[src/rtl/cpu_pkg.sv]
// Shared constants and FSM state encoding for the sequential add/subtract block.
package cpu_pkg;

  localparam int unsigned DEFAULT_WIDTH = 8;
  localparam int unsigned DEFAULT_CHUNK = 2;

  typedef enum logic [1:0] {
    IDLE = 2'd0,
    RUN  = 2'd1,
    DONE = 2'd2
  } state_t;

endpackage

[src/rtl/addsub_seq_add_chunk.sv]
// CHUNK-bit combinational ripple adder slice; also exposes the carry into its top bit
// so the caller can derive signed overflow on the most significant chunk.
module add_chunk #(
  parameter int CHUNK = 2
) (
  input  logic [CHUNK-1:0] a,
  input  logic [CHUNK-1:0] b,
  input  logic             c_in,
  output logic [CHUNK-1:0] s,
  output logic             c_out,
  output logic             c_msb
);

  logic [CHUNK:0] carry;

  // Bit-serial ripple through the slice, LSB first.
  always_comb begin
    carry    = '0;
    s        = '0;
    carry[0] = c_in;
    for (int unsigned i = 0; i < CHUNK; i++) begin
      s[i]       = a[i] ^ b[i] ^ carry[i];
      carry[i+1] = (a[i] & b[i]) | (carry[i] & (a[i] ^ b[i]));
    end
    c_out = carry[CHUNK];
    c_msb = carry[CHUNK-1];
  end

endmodule

[src/rtl/addsub_seq.sv]
// Multi-cycle adder/subtractor: operands are latched on acceptance and summed
// CHUNK bits per clock, LSB chunk first, through a single shared add_chunk slice.
module addsub_seq
  import cpu_pkg::*;
#(
  parameter int WIDTH = DEFAULT_WIDTH,
  parameter int CHUNK = DEFAULT_CHUNK
) (
  input  logic             clk,
  input  logic             rst_n,
  input  logic             in_valid,
  output logic             in_ready,
  input  logic [WIDTH-1:0] a,
  input  logic [WIDTH-1:0] b,
  input  logic             sub,
  input  logic             c_in,
  output logic             out_valid,
  input  logic             out_ready,
  output logic [WIDTH-1:0] sum,
  output logic             c_out,
  output logic             ovf,
  output logic             zero,
  output logic             neg
);

  localparam int          SAFE_CHUNK = (CHUNK < 1) ? 1 : CHUNK;
  localparam int unsigned N          = unsigned'(WIDTH / SAFE_CHUNK);
  localparam int          IDX_W      = (N > 1) ? $clog2(N) : 1;
  localparam logic [IDX_W-1:0] LAST  = IDX_W'(N - 1);

  if (CHUNK < 1) begin : g_bad_chunk
    $error("addsub_seq: CHUNK must be at least 1");
  end else if (WIDTH % CHUNK != 0) begin : g_bad_width
    $error("addsub_seq: WIDTH must be a multiple of CHUNK");
  end

  state_t             state;
  logic [WIDTH-1:0]   a_reg;
  logic [WIDTH-1:0]   b_reg;
  logic [WIDTH-1:0]   acc;
  logic [WIDTH-1:0]   next_acc;
  logic               carry;
  logic [IDX_W-1:0]   idx;

  logic [CHUNK-1:0]   chunk_a;
  logic [CHUNK-1:0]   chunk_b;
  logic [CHUNK-1:0]   chunk_s;
  logic               chunk_cout;
  logic               chunk_cmsb;

  // Select the operand slice addressed by the current chunk index.
  always_comb begin
    chunk_a = '0;
    chunk_b = '0;
    for (int unsigned k = 0; k < N; k++) begin
      if (idx == IDX_W'(k)) begin
        chunk_a = a_reg[k*CHUNK +: CHUNK];
        chunk_b = b_reg[k*CHUNK +: CHUNK];
      end
    end
  end

  add_chunk #(.CHUNK(CHUNK)) u_add_chunk (
    .a     (chunk_a),
    .b     (chunk_b),
    .c_in  (carry),
    .s     (chunk_s),
    .c_out (chunk_cout),
    .c_msb (chunk_cmsb)
  );

  // Merge this cycle's slice result into the partial sum, so the final chunk
  // can be published in the same edge that completes it.
  always_comb begin
    next_acc = acc;
    for (int unsigned k = 0; k < N; k++) begin
      if (idx == IDX_W'(k)) begin
        next_acc[k*CHUNK +: CHUNK] = chunk_s;
      end
    end
  end

  // Control FSM with registered handshakes; published result only changes on completion.
  always_ff @(posedge clk or negedge rst_n) begin
    if (!rst_n) begin
      state     <= IDLE;
      in_ready  <= 1'b1;
      out_valid <= 1'b0;
      a_reg     <= '0;
      b_reg     <= '0;
      acc       <= '0;
      carry     <= 1'b0;
      idx       <= '0;
      sum       <= '0;
      c_out     <= 1'b0;
      ovf       <= 1'b0;
      zero      <= 1'b0;
      neg       <= 1'b0;
    end else begin
      case (state)
        IDLE: begin
          if (in_valid && in_ready) begin
            a_reg    <= a;
            b_reg    <= sub ? ~b : b;
            carry    <= c_in ^ sub;
            idx      <= '0;
            acc      <= '0;
            in_ready <= 1'b0;
            state    <= RUN;
          end
        end
        RUN: begin
          acc   <= next_acc;
          carry <= chunk_cout;
          if (idx == LAST) begin
            sum       <= next_acc;
            c_out     <= chunk_cout;
            ovf       <= chunk_cmsb ^ chunk_cout;
            zero      <= (next_acc == '0);
            neg       <= next_acc[WIDTH-1];
            out_valid <= 1'b1;
            state     <= DONE;
          end else begin
            idx <= idx + 1'b1;
          end
        end
        DONE: begin
          if (out_ready) begin
            out_valid <= 1'b0;
            in_ready  <= 1'b1;
            state     <= IDLE;
          end
        end
        default: begin
          out_valid <= 1'b0;
          in_ready  <= 1'b1;
          state     <= IDLE;
        end
      endcase
    end
  end

endmodule

[config.mk]
export PLATFORM = sky130hd
export DESIGN_NAME = addsub_seq
export DESIGN_NICKNAME = d
export VERILOG_FILES = /design/src/rtl/cpu_pkg.sv /design/src/rtl/addsub_seq_add_chunk.sv /design/src/rtl/addsub_seq.sv
export SDC_FILE = /design/constraint.sdc
export NUM_CORES = 1
export LEC_CHECK = 0
export ABC_CLOCK_PERIOD_IN_PS = 3500
export BUFFER_PORTS_ARGS = -buffer_cell sky130_fd_sc_hd__buf_2
export CORE_MARGIN = 5
export CORE_UTILIZATION = 54
export CTS_CLUSTER_DIAMETER = 40
export DETAILED_ROUTE_END_ITERATION = 8
export GPL_TIMING_DRIVEN = 0
export PLACE_DENSITY = 0.88
export SLEW_MARGIN = 15
export SYNTH_ARGS = -nofsm -noshare
export SYNTH_HDL_FRONTEND = slang
export SYNTH_SLANG_ARGS = --single-unit
[constraint.sdc]
create_clock -name clk -period 3.5 [get_ports clk]
set_input_delay 0.525 -clock clk [delete_from_list [all_inputs] [get_ports clk]]
set_output_delay 0.525 -clock clk [all_outputs]
set_load 0.01 [all_outputs]
---- After elaboration in Yosys (flattened, before gate mapping) ----
Cells that the tools add are included.
storage, ports and cells
  register bits ........................... 43
cells by class
  add/sub/neg operators ................... 1
  eq/ne operators ......................... 9
  muxes and demuxes ....................... 30
  bitwise gates (word level) .............. 15
  reductions and logical operators ........ 12
operators by type and width
  cell                   number
  $mux W2                17
  $mux W8                2
  $pmux W8 S2            1
  $reduce_and A3 Y1      4
  $logic_not A8 Y1       1
  $ne A2 B2 Y1 const B   4
  $not A8 Y8             1
  $eq A2 B2 Y1 const B   3
  $pmux W1 S3            2
  $pmux W2 S3            1
  $reduce_and A2 Y1      3
  $xor A1 B1 Y1          6
  $mux W1                5
  $and A1 B1 Y1          4
  $eq A2 B1 Y1 const B   2
  $logic_not A2 Y1       2
  $pmux W2 S2            1
  $add A2 B1 Y2 const B  1
  $not A1 Y1             2
  $or A1 B1 Y1           2
  $pmux W1 S2            1
  $reduce_bool A2 Y1     1
  $logic_and A1 B1 Y1    1

---- Logic depth before layout (Yosys ltp) ----
  depth in word-level cells ............... 11
  gate-level depth with buffers ........... 12

---- Modules after synthesis ----
A second synthesis with hierarchy kept.
unflattened totals
  cell total of the unflattened synthesis .. 187
  area total of the unflattened synthesis .. 2072.0 um2
modules (own cells, without submodules)
  module      instances  cells each  area each (um2)  sequential area each (um2)
  addsub_seq  1          185         2031.9           1052.3
  add_chunk   1          2           40.0             0.0

---- Worst setup path after synthesis ----
OpenSTA, ideal clock, no wires.
  kind .................................... register -> register
  from .................................... register idx[0]
  to ...................................... register acc[1]
  library setup time ...................... 0.121 ns
  arrival time ............................ 2.576 ns
  required time ........................... 3.379 ns
  path slack .............................. 0.803 ns
  cell stages (with the launch flop) ...... 12
  period minus slack after synthesis ...... 2.697 ns
  cell sequence ........................... dfrtp_1 > inv_1 > ha_1 > clkbuf_1 > buf_2 > a21oi_1 > o21ai_0 > a22oi_1 > fa_1 > fa_1 > nor2_1 > a22o_1
between the ends
  word-level cells in the longest chain between the ends .. 11
ends and longest elaborated chain
  item                    RTL line                            source
  from (decl)             addsub_seq.sv:43                    logic [IDX_W-1:0] idx;
  from (signal assigned)  addsub_seq.sv:124                   idx <= idx + 1'b1;
  $logic_not A2 Y1        addsub_seq.sv:56, addsub_seq.sv:77
  $mux W2 (4 in series)   addsub_seq.sv:56                    if (idx == IDX_W'(k)) begin
  $xor A1 B1 Y1           addsub_seq_add_chunk.sv:23          carry[i+1] = (a[i] & b[i]) | (carry[i] & (a[i] ^ b[i]));
  $and A1 B1 Y1           addsub_seq_add_chunk.sv:23
  $or A1 B1 Y1            addsub_seq_add_chunk.sv:23
  $xor A1 B1 Y1           addsub_seq_add_chunk.sv:22          s[i] = a[i] ^ b[i] ^ carry[i];
  $mux W2 *               addsub_seq.sv:77                    if (idx == IDX_W'(k)) begin
  $pmux W8 S2 *           addsub_seq.sv:100                   case (state)
  to (signal assigned)    addsub_seq.sv:113                   acc <= next_acc;
  to (decl)               addsub_seq.sv:40                    logic [WIDTH-1:0] acc;
Mark *: on every way between the ends. The rest lies on a longest branch, timed or not.
A chain may end at the register's enable or synchronous reset.

---- Final worst setup path ----
  from .................................... register idx[0]
  to ...................................... register zero
between the ends
  word-level cells in the longest chain between the ends .. 11
ends and longest elaborated chain
  item                   RTL line                                                source
  $logic_not A2 Y1       addsub_seq.sv:56, addsub_seq.sv:77
  $mux W2 (4 in series)  addsub_seq.sv:56
  $xor A1 B1 Y1          addsub_seq_add_chunk.sv:22, addsub_seq_add_chunk.sv:23
  $and A1 B1 Y1          addsub_seq_add_chunk.sv:23
  $or A1 B1 Y1           addsub_seq_add_chunk.sv:23
  $xor A1 B1 Y1          addsub_seq_add_chunk.sv:22
  $mux W2                addsub_seq.sv:77
  $logic_not A8 Y1       addsub_seq.sv:119                                       zero <= (next_acc == '0);
  to (signal assigned)   addsub_seq.sv:119
  to (decl)              addsub_seq.sv:22                                        output logic zero,
Parallel ways exist; a longest one is shown, timed or not.

==> run summary <==
Compound-Gate Fraction of Synth Area - 16.5%
Synthesized instance count - 206
Syn. warnings - 0
Critical Path End Type - flip-flop
Average vias per placed instance - 5.16
First-pass GRT wire length - 6.51 mm
Grt ovf - 0
Clock period minus final worst setup slack - 3.16 ns
GRT met3 Usage - 5.31%
Fillers - 292
Unrepaired setup endpoints after global routing - false
Area grow syn2layout - 14.9%
Total CTS buffers - 5
# nets final - 275
CTS root buf - clkbuf_4
Final setup fails - 0
Vias in the first global route - 1,403
Mux share of post-synthesis cell area - 3.78%
Slew Viols, Final - 0
Pwr Density - 871 mW/mm2
Peak supply drop - 389 uV
Worst hold path type - in2async
Arr. time, crit path - 3.42 ns
CTS resizes - 0
Share of cells above drive strength 1 - 21.8%
Post-synthesis sequential area ratio - 51.3%
Setup CP Type - reg2reg
Flop2flop setup slack - 0.34 ns
Final TNS setup - 0 ns
GRT Resource Usage Total - 16.6%
Post-DP HPWL - 2.82 mm
Worst slew margin - 42.4%
Post-Synth XOR/XNOR Area - 4.48%
Most used routing layer - met2
Routed wire length per instance - 13.0 um
Clock-pin slew on the worst setup and hold paths - 0.12 ns
Worst r2r path cells - 11
Antenna diodes - 0
1st-pass router iterations - 6
Initial DRC Count - 79
Routed vias - 1,516
M2 GR Usage - 25.4%
Run status - completed
Detail Route Antenna Nets - 0
Final Wtd Congestion - 0.818
Worst Path Required - 3.76 ns
Post-synthesis simple-gate area fraction - 13.6%
Actual slew at the worst max-slew pin - 0.864 ns
Max-cap violations - 0
Worst skew pair latency - 0.36 ns
Initial antenna violation count - 0
Synth unique cells - 29
Crit Path Max Fanout - 10
Area of the core - 0.00342 mm2
Skew final - 0.0131 ns
Syn_area_per_cell - 9.49 um2
I/O pin count - 36
Final core occ - 65.7%
Post-CTS Setup Bufs - 0
Starting Density - 57.2%
Largest family of logic cells by synthesized area - compound AO/OA/AOI/OAI gates
CTS tree - done
LEAKAGE - 1.11 nW
Die width - 70.2 um
Highest clock rate - 0.317 GHz
CTS Hold Bufs - 0
H-tree depth - 2
Clk sinks - 40
Routed WL - 3.81 mm
Post-synth net total - 234
Setup crit start kind - flip-flop
PortBufs - 34
Adder-Cell Fraction of Synth Area - 4.61%
Most frequent cells in the layout - nand2_1 (51), buf_2 (41), dfrtp_1 (39)
Largest net degree at the start of global routing - 41
Post-synthesis sequential element count - 40
Reg-to-Reg Start - idx[0]
Endpoints failing hold - 0
Die Y - 70.2 um
Residual DRC - 0
Most common cell after layout, fill and taps aside - nand2_1
Post-Syn Area - 0.00195 mm2
Final period utilization - 90.2%
Row cnt - 21
GRT met1 Usage - 22.8%
Die area - 0.00492 mm2
Longest Clk Path Bufs - 2
Worst R2R End - zero
## power breakdown
group | internal (mW) | leakage (nW) | switching (mW) | total, mW
clock network | 0.0983 | 0.0315 | 0.152 | 0.250
logic | 0.384 | 0.572 | 0.547 | 0.932
registers | 0.655 | 0.508 | 0.119 | 0.774
## stage by stage
| stage | setup WS [ns] | instance area, um2 | power (mW) | std cells | hold WS (ns) |
|---|---|---|---|---|---|
| floorplan | 0.803 | 1950 | 1.43 | 206 | 0.229 |
| global placement | 0.467 | 2180 | 1.66 | 286 | 0.457 |
| detailed placement | 0.396 | 2180 | 1.71 | 286 | 0.465 |
| CTS | 0.355 | 2240 | 1.96 | 294 | 0.287 |
| global route | 0.122 | 2240 | 2.11 | 294 | 0.333 |
| finish | 0.343 | 2240 | 1.96 | 294 | 0.262 |
## routing by layer
layer,part of all wire (%),routed length (um)
met1,44,1690
met2,46,1750
met3,8.8,336
met4,1.1,42
met5,0,0
## worst max-delay path by stage
| stage | start | endpoint | cells past startpoint |
|---|---|---|---|
| detailed placement | idx[0] | acc[1] | 11 |
| floorplan | idx[0] | acc[1] | 11 |
| global placement | idx[0] | acc[3] | 11 |
| CTS | idx[0] | zero | 11 |
| finish | idx[0] | zero | 11 |
| global route | idx[0] | zero | 11 |
## logic make-up (layout without fill, tap and decap cells)
| group | Yosys count | in the layout |
|---|---|---|
| compound gates | 55 | 55 |
| xor+xnor | 10 | 10 |
| fa+ha+maj | 6 | 6 |
| buf+inv | 24 | 66 |
| flops | 40 | 40 |
| mux | 7 | 7 |
| simple gates | 64 | 64 |
## Yosys cell counts
cell | instances | area share, %
mux2i_2 | 1 | 0.70
xnor2_1 | 8 | 3.6
nor4bb_1 | 1 | 0.51
clkbuf_1 | 4 | 0.77
nand3_1 | 1 | 0.26
ha_1 | 4 | 2.6
o221ai_1 | 1 | 0.45
dfstp_2 | 1 | 1.3
nand2b_1 | 1 | 0.32
dfrtp_1 | 39 | 50
o22ai_1 | 1 | 0.32
a21oi_1 | 10 | 2.6
nor3b_1 | 1 | 0.38
nand2_1 | 51 | 9.8
o31ai_1 | 1 | 0.38
fa_1 | 2 | 2.0
nand3b_1 | 1 | 0.38
o22a_1 | 1 | 0.45
inv_1 | 9 | 1.7
nor2_1 | 7 | 1.3
o211ai_1 | 1 | 0.38
nand4bb_1 | 1 | 0.58
o21ai_0 | 30 | 7.7
buf_4 | 4 | 1.5
xor2_1 | 2 | 0.90
mux2i_1 | 6 | 3.1
buf_2 | 7 | 1.8
a22o_1 | 6 | 2.7
a22oi_1 | 4 | 1.5
## worst max-delay path, cell delays in order, from the launching register on
cell      delay, ns
dfrtp_1        0.45
inv_1          0.10
ha_1           0.14
clkbuf_1       0.30
buf_2          0.29
a21oi_1        0.06
o21ai_0        0.07
a22oi_1        0.13
fa_1           0.48
fa_1           0.64
o211ai_1       0.14
o31ai_1        0.23
## cell type report
| type | count | area [um2] | share of cell area (%) |
|---|---|---|---|
| clock inverter | 1 | 7.51 | 0.334 |
| timing repair buffer | 34 | 170 | 7.58 |
| buffer | 15 | 80.1 | 3.57 |
| multi-input combinational | 142 | 838 | 37.3 |
| sequential | 40 | 1000 | 44.6 |
| tap | 46 | 57.6 | 2.56 |
| clock buffer | 7 | 55.1 | 2.45 |
| inverter | 9 | 33.8 | 1.51 |
No activity file was read; power rests on OpenSTA's default activity.
